<file path="src/rtl/instr_encoder.sv">
// -----------------------------------------------------------------------------
// instr_encoder
//   Builds RV32I machine words from field-level requests and writes them, one
//   after another, into instruction memory starting at BASE_ADDR. It is the
//   encode-side mirror of the control decoder. The program loader and self-test
//   path use it to fill imem while the pipeline is still held in reset.
//   Illegal requests are still handshaked. They write nothing and raise err.
//
// Handshakes
//   Request side:  a transfer happens on a rising edge where req_valid && req_ready.
//                  req_valid may be held or dropped freely.
//   Memory side:   a write completes on a rising edge where im_wr_en && im_ready.
//                  im_wr_en, im_addr and im_wdata stay stable until that edge.
//
// Ports
//   clk, rst        clock (rising edge), synchronous active-high reset
//   clear           synchronous restart of address/count; drops a pending write
//   req_valid/ready request handshake
//   req_cls         0 R,1 I,2 LOAD,3 STORE,4 BRANCH,5 AUIPC,6 LUI,7 JAL,8 JALR
//   req_alu_op      R/I operation; req_br_type branch kind; req_mem_f3 load/store width
//   req_rd/rs1/rs2  register indices; req_imm full (unshifted) immediate
//   im_wr_en/addr/wdata/ready  imem write port
//   err, err_code   one-cycle error pulse; code 1 class, 2 op/funct, 3 immediate
//   count, full     words written since reset/clear, count==DEPTH
//   dbg_state       FSM state: 0 IDLE, 1 WRITE, 2 FULL
// -----------------------------------------------------------------------------
module instr_encoder #(
    parameter int unsigned DEPTH     = 256,
    parameter logic [31:0] BASE_ADDR = 32'h0000_0000
) (
    input  logic                         clk,
    input  logic                         rst,
    input  logic                         clear,
    input  logic                         req_valid,
    output logic                         req_ready,
    input  logic [3:0]                   req_cls,
    input  logic [3:0]                   req_alu_op,
    input  logic [2:0]                   req_br_type,
    input  logic [2:0]                   req_mem_f3,
    input  logic [4:0]                   req_rd,
    input  logic [4:0]                   req_rs1,
    input  logic [4:0]                   req_rs2,
    input  logic [31:0]                  req_imm,
    output logic                         im_wr_en,
    output logic [31:0]                  im_addr,
    output logic [31:0]                  im_wdata,
    input  logic                         im_ready,
    output logic                         err,
    output logic [1:0]                   err_code,
    output logic [$clog2(DEPTH+1)-1:0]   count,
    output logic                         full,
    output logic [1:0]                   dbg_state
);

    localparam int CW = $clog2(DEPTH + 1);
    localparam logic [CW-1:0] DEPTH_C = CW'(DEPTH);
    localparam logic [CW-1:0] ONE_C   = CW'(1);

    localparam logic [3:0] CLS_R      = 4'd0;
    localparam logic [3:0] CLS_I      = 4'd1;
    localparam logic [3:0] CLS_LOAD   = 4'd2;
    localparam logic [3:0] CLS_STORE  = 4'd3;
    localparam logic [3:0] CLS_BRANCH = 4'd4;
    localparam logic [3:0] CLS_AUIPC  = 4'd5;
    localparam logic [3:0] CLS_LUI    = 4'd6;
    localparam logic [3:0] CLS_JAL    = 4'd7;
    localparam logic [3:0] CLS_JALR   = 4'd8;

    localparam logic [6:0] OPC_R      = 7'b0110011;
    localparam logic [6:0] OPC_I      = 7'b0010011;
    localparam logic [6:0] OPC_LOAD   = 7'b0000011;
    localparam logic [6:0] OPC_STORE  = 7'b0100011;
    localparam logic [6:0] OPC_BRANCH = 7'b1100011;
    localparam logic [6:0] OPC_AUIPC  = 7'b0010111;
    localparam logic [6:0] OPC_LUI    = 7'b0110111;
    localparam logic [6:0] OPC_JAL    = 7'b1101111;
    localparam logic [6:0] OPC_JALR   = 7'b1100111;

    typedef enum logic [1:0] {
        ST_IDLE  = 2'd0,
        ST_WRITE = 2'd1,
        ST_FULL  = 2'd2
    } state_t;

    state_t state, state_next;

    // ------------------------------------------------------------------
    // Combinational encoder
    // ------------------------------------------------------------------
    logic [2:0]  alu_f3;
    logic [6:0]  alu_f7;
    logic        alu_bad;
    logic        alu_shift;
    logic [2:0]  br_f3;
    logic        fits12, fits13, fits21;
    logic        bad_cls, bad_fn, bad_imm;
    logic [31:0] enc_word;
    logic [1:0]  enc_code;
    logic        enc_legal;

    // A value fits an N-bit signed field when all bits from N-1 upward match.
    assign fits12 = (req_imm[31:11] == '0) || (req_imm[31:11] == '1);
    assign fits13 = (req_imm[31:12] == '0) || (req_imm[31:12] == '1);
    assign fits21 = (req_imm[31:20] == '0) || (req_imm[31:20] == '1);

    always_comb begin
        alu_f3    = 3'd0;
        alu_f7    = 7'h00;
        alu_bad   = 1'b0;
        alu_shift = 1'b0;
        case (req_alu_op)
            4'd0: alu_f3 = 3'd0;                                  // ADD
            4'd1: begin alu_f3 = 3'd0; alu_f7 = 7'h20; end        // SUB
            4'd2: begin alu_f3 = 3'd1; alu_shift = 1'b1; end      // SLL
            4'd3: alu_f3 = 3'd2;                                  // SLT
            4'd4: alu_f3 = 3'd3;                                  // SLTU
            4'd5: alu_f3 = 3'd4;                                  // XOR
            4'd6: begin alu_f3 = 3'd5; alu_shift = 1'b1; end      // SRL
            4'd7: begin alu_f3 = 3'd5; alu_f7 = 7'h20; alu_shift = 1'b1; end // SRA
            4'd8: alu_f3 = 3'd6;                                  // OR
            4'd9: alu_f3 = 3'd7;                                  // AND
            default: alu_bad = 1'b1;
        endcase
    end

    always_comb begin
        br_f3 = 3'd0;
        case (req_br_type)
            3'd0: br_f3 = 3'd0;   // BEQ
            3'd1: br_f3 = 3'd1;   // BNE
            3'd2: br_f3 = 3'd4;   // BLT
            3'd3: br_f3 = 3'd5;   // BGE
            3'd4: br_f3 = 3'd6;   // BLTU
            3'd5: br_f3 = 3'd7;   // BGEU
            default: br_f3 = 3'd0;
        endcase
    end

    always_comb begin
        enc_word = 32'h0;
        bad_cls  = 1'b0;
        bad_fn   = 1'b0;
        bad_imm  = 1'b0;
        case (req_cls)
            CLS_R: begin
                bad_fn   = alu_bad;
                enc_word = {alu_f7, req_rs2, req_rs1, alu_f3, req_rd, OPC_R};
            end
            CLS_I: begin
                // There is no SUBI; subtract-immediate is ADDI with a negated imm.
                bad_fn = alu_bad || (req_alu_op == 4'd1);
                if (alu_shift) begin
                    bad_imm  = (req_imm[31:5] != '0);
                    enc_word = {alu_f7, req_imm[4:0], req_rs1, alu_f3, req_rd, OPC_I};
                end else begin
                    bad_imm  = !fits12;
                    enc_word = {req_imm[11:0], req_rs1, alu_f3, req_rd, OPC_I};
                end
            end
            CLS_LOAD: begin
                bad_fn   = (req_mem_f3 == 3'd3) || (req_mem_f3 > 3'd5);
                bad_imm  = !fits12;
                enc_word = {req_imm[11:0], req_rs1, req_mem_f3, req_rd, OPC_LOAD};
            end
            CLS_STORE: begin
                bad_fn   = (req_mem_f3 > 3'd2);
                bad_imm  = !fits12;
                enc_word = {req_imm[11:5], req_rs2, req_rs1, req_mem_f3,
                            req_imm[4:0], OPC_STORE};
            end
            CLS_BRANCH: begin
                bad_fn   = (req_br_type > 3'd5);
                bad_imm  = !fits13 || req_imm[0];
                enc_word = {req_imm[12], req_imm[10:5], req_rs2, req_rs1, br_f3,
                            req_imm[4:1], req_imm[11], OPC_BRANCH};
            end
            CLS_AUIPC: begin
                bad_imm  = (req_imm[11:0] != 12'h000);
                enc_word = {req_imm[31:12], req_rd, OPC_AUIPC};
            end
            CLS_LUI: begin
                bad_imm  = (req_imm[11:0] != 12'h000);
                enc_word = {req_imm[31:12], req_rd, OPC_LUI};
            end
            CLS_JAL: begin
                bad_imm  = !fits21 || req_imm[0];
                enc_word = {req_imm[20], req_imm[10:1], req_imm[11], req_imm[19:12],
                            req_rd, OPC_JAL};
            end
            CLS_JALR: begin
                bad_imm  = !fits12;
                enc_word = {req_imm[11:0], req_rs1, 3'd0, req_rd, OPC_JALR};
            end
            default: bad_cls = 1'b1;
        endcase
    end

    // Class errors mask op/funct errors, which mask immediate errors.
    assign enc_code  = bad_cls ? 2'd1 : (bad_fn ? 2'd2 : (bad_imm ? 2'd3 : 2'd0));
    assign enc_legal = (enc_code == 2'd0);

    // ------------------------------------------------------------------
    // Control
    // ------------------------------------------------------------------
    logic          handshake;
    logic          write_done;
    logic [CW-1:0] count_inc;

    assign handshake  = req_valid && req_ready;
    assign write_done = (state == ST_WRITE) && im_wr_en && im_ready;
    assign count_inc  = count + ONE_C;

    // State register
    always_ff @(posedge clk) begin
        if (rst) begin
            state <= ST_IDLE;
        end else begin
            state <= state_next;
        end
    end

    // Next-state logic
    always_comb begin
        state_next = state;
        case (state)
            ST_IDLE: begin
                if (handshake && enc_legal) begin
                    state_next = ST_WRITE;
                end
            end
            ST_WRITE: begin
                if (im_wr_en && im_ready) begin
                    state_next = (count_inc == DEPTH_C) ? ST_FULL : ST_IDLE;
                end
            end
            ST_FULL:  state_next = ST_FULL;
            default:  state_next = ST_IDLE;
        endcase
        if (clear) begin
            state_next = ST_IDLE;
        end
    end

    // Output logic
    always_comb begin
        req_ready = (state == ST_IDLE) && !clear;
        full      = (count == DEPTH_C);
        dbg_state = state;
    end

    // Datapath registers
    always_ff @(posedge clk) begin
        if (rst) begin
            im_wr_en <= 1'b0;
            im_addr  <= BASE_ADDR;
            im_wdata <= 32'h0;
            err      <= 1'b0;
            err_code <= 2'd0;
            count    <= '0;
        end else if (clear) begin
            // A write completing in this same cycle is deliberately dropped.
            im_wr_en <= 1'b0;
            im_addr  <= BASE_ADDR;
            err      <= 1'b0;
            count    <= '0;
        end else begin
            err <= 1'b0;
            if (handshake) begin
                if (enc_legal) begin
                    im_wr_en <= 1'b1;
                    im_wdata <= enc_word;
                end else begin
                    err      <= 1'b1;
                    err_code <= enc_code;
                end
            end
            if (write_done) begin
                im_wr_en <= 1'b0;
                im_addr  <= im_addr + 32'd4;
                count    <= count_inc;
            end
        end
    end

endmodule
</file>
<file path="config.mk">
export PLATFORM = sky130hd
export DESIGN_NAME = instr_encoder
export DESIGN_NICKNAME = d
export VERILOG_FILES = /design/src/rtl/instr_encoder.sv
export SDC_FILE = /design/constraint.sdc
export NUM_CORES = 1
export LEC_CHECK = 0
export CAP_MARGIN = 10
export CORE_ASPECT_RATIO = 1.1
export CORE_MARGIN = 2
export CORE_UTILIZATION = 25
export DETAILED_ROUTE_END_ITERATION = 6
export PLACE_DENSITY = 0.5
export SLEW_MARGIN = 30
export SYNTH_ARGS = -nofsm -noshare
export SYNTH_HDL_FRONTEND = slang
export SYNTH_SLANG_ARGS = --single-unit
</file>
<file path="constraint.sdc">
create_clock -name clk -period 3.2 [get_ports clk]
set_clock_uncertainty 0.2 [all_clocks]
set_input_delay 0.64 -clock clk [delete_from_list [all_inputs] [get_ports clk]]
set_output_delay 0.64 -clock clk [all_outputs]
set_load 0.01 [all_outputs]
</file>
Yosys cells after proc, flatten, opt, wreduce, memory -nomap -nowiden
Index checks and enable logic that the tools add are counted.
W data, S select, Z words.
{ "op_classes": {"magnitude_cmp": 3, "bitwise_logic": 3, "addsub": 2, "n_reduce_logical": 40, "n_mux": 18, "n_eq_ne": 32} }
{ "ops": {"columns": ["cell", "n"], "rows": [
  ["$pmux W32 S9", 1],
  ["$add A32 B3 Y32 const B", 1],
  ["$eq A4 B3 Y1 const B", 8],
  ["$mux W32", 1],
  ["$reduce_bool A27 Y1", 1],
  ["$eq A21 B21 Y1 const B", 1],
  ["$logic_not A21 Y1", 1],
  ["$pmux W3 S7", 1],
  ["$eq A20 B20 Y1 const B", 1],
  ["$logic_not A20 Y1", 1],
  ["$eq A9 B9 Y1 const B", 2],
  ["$eq A4 B2 Y1 const B", 4],
  ["$pmux W3 S5", 1],
  ["$eq A12 B12 Y1 const B", 1],
  ["$eq A4 B4 Y1 const B", 3],
  ["$logic_not A12 Y1", 1],
  ["$mux W2", 6],
  ["$reduce_bool A12 Y1", 1],
  ["$reduce_or A3 Y1", 4],
  ["$pmux W1 S5", 2],
  ["$reduce_or A10 Y1", 1],
  ["$add A9 B1 Y9 const B", 1],
  ["$eq A3 B2 Y1 const B", 3],
  ["$reduce_or A9 Y1", 1],
  ["other kinds (21)", 50]
]} }
{ "word_totals": {"out_inout_bits": 81, "in_bits": 66, "wordCells": 105, "regBits": 79} }

Longest topological paths before layout
Gate-level depths: netlist of the first run.
{ "depth": {"depth_word": 12, "mapped_depth": 9, "depth_no_buf": 7} }

Worst setup path before layout of the first run
Ideal clock, no wire load.
{ "synth_timing": {"kind": "input port to flip-flop", "startpoint": "input req_cls[1]", "endpoint": "register im_wdata[27]", "path_slack_ns": 0.619, "path_buffers": 4, "path_stages": 9, "setup_ns": 0.137, "arrival_time_ns": 2.244, "t_required_ns": 2.863, "cell_sequence": "buf_6 > or2_1 > buf_2 > o32a_1 > o2111a_1 > buf_6 > buf_6 > a31oi_1 > a211oi_2"} }
{ "synth_between": {"elab_chain_cells": 8, "word_cells_on_any_way": 20, "cone_classes": "eq/ne (8); mux (6); reduce/logical (6)"} }
{ "synth_rtl": {"columns": ["item", "line", "rtl"], "rows": [
  ["start, declared", "36", "input logic [3:0] req_cls,"],
  ["$eq A4 B4 Y1, or another cell as far along", "144", "case (req_cls)"],
  ["$reduce_or A3 Y1 (no line) or $reduce_or A2 Y1 (tied branches)", null, null],
  ["$pmux W1 S5", "144", null],
  ["$mux W2 (3 in a row)", "199", "assign enc_code = bad_cls ? 2'd1 : (bad_fn ? 2'd2 : (bad_imm ? 2'd3 : 2'd0));"],
  ["$logic_not A2 Y1", "200", "assign enc_legal = (enc_code == 2'd0);"],
  ["$reduce_and A3 Y1 (no line)", null, null],
  ["end signal, assigned", "271", "im_wdata <= enc_word;"],
  ["end, declared", "46", "output logic [31:0] im_wdata,"]
]} }
Parallel ways exist; a longest one is shown, timed or not.
A chain may end at the register's enable or synchronous reset.

Worst setup path after layout of the first run
{ "layout_timing": {"startpoint": "input req_imm[7]", "endpoint": "register im_wdata[10]"} }
{ "layout_between": {"elab_chain_cells": 8, "word_cells_on_any_way": 9, "cone_classes": "mux (5); reduce/logical (4)"} }
{ "layout_rtl": {"columns": ["item", "line", "rtl"], "rows": [
  ["start, declared", "43", "input logic [31:0] req_imm,"],
  ["$reduce_bool A27 Y1", "153", "bad_imm = (req_imm[31:5] != '0);"],
  ["$mux W1", "152", "if (alu_shift) begin"],
  ["$pmux W1 S5 (*)", "144", null],
  ["$mux W2 (*) (3 in a row)", "199", null],
  ["$logic_not A2 Y1 (*)", "200", null],
  ["$reduce_and A3 Y1 (no line) (*)", null, null]
]} }
Every way passes the cells marked *; elsewhere a longest branch is shown, timed or not.

==> flow_summary.ini, run 1 <==
[place]
dp_hpwl_microns = 13400
placed_cell_area_sq_um = 6700
gp_congestion = 0.852
io_buffer_count = 144

[timing]
relSlewSlack = 0.464
finalSetupTns_ns = 0
setup_viol = 0
worstMarginPinSlew_ns = 0.804
hold-worst-slack_ns = 0.269
grt_setup_unrepaired = no
finalHoldViolCount = 0
fin_crit_sh = 0.898
period_needed_ns = 2.88
maxSlewViolCount = 0
clock.fmax_mhz = 348

[setup_path]
rr_worst_depth = 6
path_class = in2reg
rrSetupSlack_ns = 0.97
worstPathCellList = clkdlybuf4s50_1 > nor4_1 > buf_4 > a21boi_1 > a211oi_4 > buf_4 > o2111ai_4 > nor3_4 > buf_4 > a211oi_1
endpoint_kind = flip-flop
rr_endpoint = im_addr[25]
path_max_fanout = 16
startpoint_type = input pin
r2r_start = im_addr[6]
critPathSlowestCell = clkdlybuf4s50_1
crit_family = buffers and inverters
critPathArrivalTime_ns = 2.88
required_ns = 3.21
crit_start = req_imm[7]
critPathBufInv = 4
critical_path.most_common_cell = buf_4
slowest_delay_ns = 0.44

[logic_synthesis]
ys_warn_count = 0
syn_area_sq_um = 4770
synth-simple-area-share = 0.240
synth_edf_count = 0
synth.ff_latch_count = 76
synthAdderAreaFrac = 0.0178
ys_seq_area_frac = 0.319
yosys.area_share.xor_xnor = 0.0695
syn_avg_cell_area_sq_um = 8.18
synth_top_family_by_area = compound AO/OA/AOI/OAI gates
synthFlopType = dfxtp_1
synthCells = 583
yosysUniqueCellTypes = 68
synthArstFlopShare = 0
synthMuxAreaShare = 0.0194
synth_compound_area_frac = 0.269

[floorplan]
dieArea_sq_um = 20200
die_h_microns = 149
fp.dieW_microns = 136
io_pins = 147
rows = 53
initial_core_util = 0.252
core_sq_um = 18900

[final_layout]
fillers = 1934
layout_commonest_cell = clkdlybuf4s50_1
nNetsFinal = 817
areaGrowthSynthToFinish_pct = 46.8
stdcell_area_sq_um = 7000
regArea_sq_um = 1520
layout_common_cells = clkdlybuf4s50_1, dfxtp_1, nor2_1, buf_4, nand2_1
drive_gt1_frac = 0.128
multi_input_area_sq_um = 2940
n_antenna_cell = 0

[cts]
cts_hold_buf = 0
clock_latency_ns = 0.34
cts_tree = done
cts_buffers = 9
clockRootBuffer = clkbuf_16
cts_post_setup_buffers_inserted = 0
htree_levels = 3
cts_resized = 0
clock_sinks = 76
cts_buffer_depth = 2
clkTransAtPathRegs_ns = 0.05

[route]
drt_iter0_drc = 269
detail-route-antenna-nets = 0
wire_per_inst_microns = 17.0
via_per_inst = 5.13
vias = 5110
route.detailed.drc = 0
finalWirelength_microns = 16900
dr.pass1.iters = 5

[worst_hold_path]
min_path_cells = 2
whs_endpoint = im_wdata[14]
min_path_type = reg2reg
min_from = im_wdata[14]

[global_routing]
antenna_found_initial = 0
grt_overflow = 0
grt_pass1_wl_microns = 26900
grt_pass1_vias = 4939
grt_max_degree = 43
grt_use_total = 0.169

[pwr]
swShare = 0.271
peakVddDrop_mv = 0.217
powerDensity_nw_per_um2 = 359
power.share.clock = 0.409
internal-power_mw = 1.83
p_comb_frac = 0.202
p_leak_nw = 2.35
p_switching_mw = 0.680
seqPwrFrac = 0.389

[run]
drv_cap = 0

[status]
status = finished clean
-- per-layer routing --
layer / GRT usage / wire [microns] / share of wire
met4: 0.0688 / 535 / 0.032
met5: 0 / 0 / 0
met2: 0.283 / 8170 / 0.48
met3: 0.0326 / 864 / 0.051
met1: 0.213 / 7360 / 0.43
-- area by class of cell --
type	instances	area share
multi-input combinational	449	0.420
timing repair buffer	198	0.269
clock buffer	10	0.0341
clock inverter	6	0.00911
tap	247	0.0441
sequential	76	0.217
inverter	11	0.00590
-- logic make-up after synthesis --
| logic type | count (synthesis) |
|---|---|
| muxes | 9 |
| other | 1 |
| AOI/OAI and AO/OA | 174 |
| adders and majority gates | 7 |
| buffers and inverters | 59 |
| xor gates and xnor gates | 37 |
| DFF | 76 |
| and+or+nand+nor | 220 |
-- tightest hold or removal path, cell delays in order (launching register included) --
cell and delay [ns]:
dfxtp_1 0.31, nand2_1 0.06, o21ai_1 0.05
-- state kept, by name, summed over array words and instances (netlist names) --
name,count
im_wdata,31
im_addr,30
count,9
dbg_state,2
err_code,2
err,1
im_wr_en,1
-- worst max-delay path by stage --
stage,to,slack [ns],depth (start not counted)
after floorplan,im_wdata[27],0.62,9
after global placement,im_wdata[9],-0.004,7
after detailed placement,im_wdata[10],-0.06,7
after CTS,im_wdata[10],0.28,7
after global routing,im_wdata[10],0.13,10
final,im_wdata[10],0.32,10
-- stage by stage --
step	instances	utilization	worst slack [ns]	power, mW
CTS	997	0.370	0.279	2.55
global placement	981	0.354	-0.00369	1.49
detailed placement	981	0.354	-0.0622	1.50
finish	997	0.370	0.325	2.51
floorplan	584	-	0.619	1.26
global route	997	0.370	0.129	2.64
-- power groups by stage --
stage | combinational (mW) | sequential, mW | clock (mW)
after global routing | 0.546 | 0.978 | 1.11
after floorplan | 0.255 | 1.00 | 0
after CTS | 0.507 | 0.978 | 1.06
final | 0.508 | 0.977 | 1.03
after detailed placement | 0.505 | 0.999 | 0
after global placement | 0.496 | 0.999 | 0
-- synth_stat cells, types with 3 or more instances --
cell	instances	share of area
a211oi_1	32	0.050
a211oi_2	5	0.013
a21oi_1	34	0.036
a221oi_1	7	0.013
a22oi_1	13	0.020
a311oi_1	4	0.0073
a31o_2	5	0.0092
a31oi_1	23	0.030
and2_1	3	0.0039
and3_1	6	0.0079
and4_1	7	0.013
buf_1	6	0.0047
buf_2	11	0.012
buf_4	4	0.0063
buf_6	8	0.019
clkbuf_1	19	0.015
dfxtp_1	76	0.32
ha_1	6	0.016
inv_1	10	0.0079
mux2i_1	7	0.015
nand2_1	36	0.028
nand2b_1	7	0.0092
nand3_1	20	0.021
nand3b_1	3	0.0047
nand4_1	16	0.021
nor2_1	64	0.050
nor2b_1	13	0.017
nor3_1	14	0.015
nor3b_1	4	0.0063
nor4_1	11	0.014
o21a_1	5	0.0079
o21ai_0	16	0.017
o22ai_1	3	0.0039
or3_1	6	0.0079
xnor2_1	10	0.018
xor2_1	26	0.048
No activity file was read; power rests on OpenSTA's default activity.
==> inputs of run 2 (changes only) <==
Settings changed: CORE_MARGIN 2 to unset, DONT_BUFFER_PORTS set to 1, PLACE_DENSITY 0.5 to 0.4.
==> flow_summary.ini, run 2 (synthesis gave the netlist of run 1 again) <==
[timing]
finalHoldViolCount = 0
finalSetupTns_ns = 0
relSlewSlack = 0.452
fin_crit_sh = 0.776
setup_viol = 0
grt_setup_unrepaired = no
clock.fmax_mhz = 403
hold-worst-slack_ns = 0.178
period_needed_ns = 2.48
worstMarginPinSlew_ns = 0.823
maxSlewViolCount = 0

[place]
dp_hpwl_microns = 11600
placed_cell_area_sq_um = 4930
gp_congestion = 0.823
io_buffer_count = 0

[setup_path]
path_class = in2reg
rr_endpoint = im_addr[21]
rr_worst_depth = 6
endpoint_kind = flip-flop
startpoint_type = input pin
critPathArrivalTime_ns = 2.55
r2r_start = dbg_state[0]
rrSetupSlack_ns = 0.91
path_max_fanout = 21
required_ns = 3.27

[final_layout]
layout_commonest_cell = dfxtp_1
nNetsFinal = 633
areaGrowthSynthToFinish_pct = 9.86
n_antenna_cell = 0
largest_reg_flops = 31
drive_gt1_frac = 0.0989
layout_common_cells = dfxtp_1, nor2_1, nand2_1, a21oi_1, a211oi_1
stdcell_area_sq_um = 5240
largest_register = im_wdata
largestRegisters = im_wdata (31), im_addr (30), count (9)

[route]
wire_per_inst_microns = 19.3
vias = 4350
via_per_inst = 5.38
route.detailed.drc = 0
dr.pass1.iters = 4
drt_iter0_drc = 240
finalWirelength_microns = 15600
detail-route-antenna-nets = 0

[cts]
clockRootBuffer = clkbuf_16
cts_tree = done
clock_latency_ns = 0.34
cts_post_setup_buffers_inserted = 0
cts_buffers = 9
clock_sinks = 76
clkTransAtPathRegs_ns = 0.06
cts_hold_buf = 0
cts_resized = 0
cts_buffer_depth = 2
htree_levels = 3

[status]
status = finished clean

[run]
drv_cap = 0

[global_routing]
grt_pass1_wl_microns = 24300
met1_usage = 0.186
grt_overflow = 0
grt_pass1_vias = 4268
use_met2 = 0.268
grt_max_degree = 46
busiest_layer = met2
met3_usage = 0.0590
antenna_found_initial = 0
grt_use_total = 0.160

[pwr]
powerDensity_nw_per_um2 = 442
p_leak_nw = 1.62
p_total_mw = 2.32
peakVddDrop_mv = 0.238

[worst_hold_path]
min_path_type = in2reg
min_from = rst
whs_endpoint = im_wdata[7]
min_path_cells = 1

[floorplan]
io_pins = 147
core_sq_um = 18500
fp.dieW_microns = 134
initial_core_util = 0.257
rows = 52
dieArea_sq_um = 19600
die_h_microns = 147
[run 2: changes by cell type in the layout (fill, tap and decap cells not counted), moves of 2 or more]
| cell | before | now |
|---|---|---|
| clkdlybuf4s50_1 | 144 | 0 |
| buf_4 | 51 | 13 |
| buf_12 | 3 | 1 |
| clkinv_2 | 2 | 0 |
[run 2: per-layer routing]
metal / wire [microns] / part of all wire
met1: 6420 / 0.41
met2: 7520 / 0.48
met3: 1340 / 0.086
met4: 340 / 0.022
met5: 0 / 0
[run 2: layout make-up]
type,count,area (sq um)
clock buffers,12,256
clock inverters,4,55.1
fillers,2006,13300
inverters,11,41.3
multi-input cells,449,2950
flip-flops and latches,76,1520
well taps,243,304
repair buffers,14,118
[run 2: critical path: stages]
cell and delay [ns]:
nor4_1 0.48, a21boi_1 0.20, a211oi_4 0.35, o2111a_1 0.25, buf_4 0.27, a31oi_1 0.15, a211oi_2 0.20
[run 2: worst max-delay path by stage]
stage | start | to | slack (ns)
after floorplan | req_cls[1] | im_wdata[27] | 0.62
after global placement | req_imm[7] | im_wdata[16] | 0.44
after detailed placement | req_imm[7] | im_wdata[29] | 0.39
after CTS | req_imm[7] | im_wdata[19] | 0.75
after global routing | req_imm[7] | im_wdata[21] | 0.57
final | req_imm[7] | im_wdata[29] | 0.72
[run 2: per-stage QoR]
| step | setup slack [ns] | util | instances |
|---|---|---|---|
| 2_1_floorplan | 0.619 | - | 584 |
| 3_3_place_gp | 0.442 | 0.266 | 793 |
| 3_5_place_dp | 0.391 | 0.266 | 793 |
| 4_1_cts | 0.752 | 0.283 | 809 |
| 5_1_grt | 0.569 | 0.283 | 809 |
| 6_report | 0.718 | 0.283 | 809 |
[run 2: power by group]
part	internal [mW]	total (mW)	switching, mW
Combinational	0.111	0.274	0.163
Sequential	0.963	0.988	0.0244
Clock	0.651	1.06	0.405
Total	1.73	2.32	0.592
==> inputs of run 3 (changes only) <==
Clock period 3.2 ns to 2.5 ns, I/O delays scaled along.
==> flow_summary.ini, run 3 (synthesis gave the netlist of run 1 again) <==
[route]
vias = 4445
finalWirelength_microns = 15700
via_per_inst = 5.39
dr.pass1.iters = 5
wl_met2_microns = 7740
detail-route-antenna-nets = 0
wire_per_inst_microns = 19.1
drt_iter0_drc = 207
route.detailed.drc = 0
wl_met1_microns = 6480
top_layer_used = met4
met3WireLength_microns = 1280

[timing]
finalHoldViolCount = 0
relSlewSlack = 0.459
hold-worst-slack_ns = 0.0384
maxSlewViolCount = 0
grt_setup_unrepaired = no
fin_crit_sh = 0.933
period_needed_ns = 2.33
setup_viol = 0
clock.fmax_mhz = 429
worstMarginPinSlew_ns = 0.812

[setup_path]
required_ns = 2.56
rrSetupSlack_ns = 0.23
path_max_fanout = 21
path_class = in2reg
critical_path.most_common_cell = buf_4
endpoint_kind = flip-flop
rr_worst_depth = 6
critPathSlowestCell = nor4_1
r2r_start = dbg_state[0]
slowest_delay_ns = 0.51
worstPathCellList = nor4_1 > buf_4 > nand2_1 > buf_4 > o32ai_4 > buf_4 > a31oi_1 > a211oi_1
rr_endpoint = im_wdata[6]
critPathArrivalTime_ns = 2.39
startpoint_type = input pin

[worst_hold_path]
whs_endpoint = im_wdata[7]
min_path_type = in2reg
min_from = rst
min_path_cells = 1

[cts]
clockRootBuffer = clkbuf_16
cts_tree = done
cts_buffer_depth = 2
cts_post_setup_buffers_inserted = 0
clkTransAtPathRegs_ns = 0.07
clock_sinks = 76
htree_levels = 3
cts_hold_buf = 0
cts_resized = 0
cts_buffers = 9
clock_latency_ns = 0.34

[global_routing]
grt_overflow = 0
grt_pass1_vias = 4207
antenna_found_initial = 0
grt_pass1_wl_microns = 24300
grt_use_total = 0.160
grt_max_degree = 46

[final_layout]
nNetsFinal = 649
n_antenna_cell = 0
largestRegisters = im_wdata (31), im_addr (30), count (9)
layout_common_cells = dfxtp_1, nor2_1, nand2_1, a21oi_1, a211oi_1
drive_gt1_frac = 0.125
largest_reg_flops = 31
layout_commonest_cell = dfxtp_1
areaGrowthSynthToFinish_pct = 12.3
largest_register = im_wdata
post-route-util = 0.289

[pwr]
seqPwrFrac = 0.435
p_switching_mw = 0.821
peakVddDrop_mv = 0.309
p_leak_nw = 1.70
powerDensity_nw_per_um2 = 542
power.share.clock = 0.436
swShare = 0.283
internal-power_mw = 2.08
p_comb_frac = 0.129

[floorplan]
io_pins = 147
dieArea_sq_um = 19600
rows = 52
fp.dieW_microns = 134
core_sq_um = 18500
initial_core_util = 0.257
die_h_microns = 147

[run]
drv_cap = 0

[place]
gp_congestion = 0.789
dp_hpwl_microns = 11700
io_buffer_count = 0

[status]
status = finished clean
==> run 3: cell types whose count changed in the layout (fill, tap and decap cells not counted), sizes merged <==
cell,before,now
buf,14,30
clkinv,2,3
bufinv,1,0
clkbuf,12,9
inv,11,14
==> run 3: stage by stage <==
stage | cells | setup TNS, ns | power (mW) | area [sq um] | setup slack (ns)
after CTS | 825 | 0 | 2.95 | 5360 | 0.183
final | 825 | 0 | 2.90 | 5360 | 0.168
after floorplan | 584 | 0 | 1.61 | 4770 | 0.0591
after detailed placement | 809 | -4.98 | 1.67 | 5070 | -0.189
after global placement | 809 | -2.14 | 1.66 | 5070 | -0.112
after global routing | 825 | 0 | 3.04 | 5360 | 0.0638
==> run 3: power groups by stage <==
stage	registers, mW	logic (mW)	clock network (mW)
final	1.26	0.375	1.26
after floorplan	1.28	0.326	0
after detailed placement	1.29	0.378	0
after global placement	1.29	0.372	0
after global routing	1.27	0.414	1.36
after CTS	1.26	0.379	1.31
==> run 3: area by class of cell <==
cell class | instances | area (sq um)
flip-flops and latches | 76 | 1520
multi-input cells | 449 | 2950
repair buffers | 30 | 263
clock buffers | 9 | 225
well taps | 243 | 304
fillers | 2030 | 13200
clock inverters | 7 | 56.3
inverters | 11 | 41.3
==> run 3: worst max path at each step <==
| stage | startpoint | endpoint | slack, ns | cells after the start |
|---|---|---|---|---|
| floorplan | req_cls[1] | im_wdata[27] | 0.06 | 9 |
| global placement | req_imm[16] | err_code[0] | -0.11 | 8 |
| detailed placement | req_imm[16] | im_wdata[25] | -0.19 | 8 |
| CTS | req_imm[16] | im_wdata[31] | 0.18 | 8 |
| global route | dbg_state[1] | im_wdata[6] | 0.06 | 6 |
| finish | req_imm[16] | im_wdata[31] | 0.17 | 8 |
==> run 3: worst max-delay path, delay by kind of cell <==
family | cells | cell delay (ns)
buf+inv | 3 | 0.68
compound gates | 3 | 0.63
simple gates | 2 | 0.58
==> run 3: layer usage <==
metal | GRT usage | vias up
met3 | 0.0514 | 16
met5 | 0 | -
met4 | 0.0511 | 0
li1 | - | 2164
met2 | 0.270 | 166
met1 | 0.191 | 2099
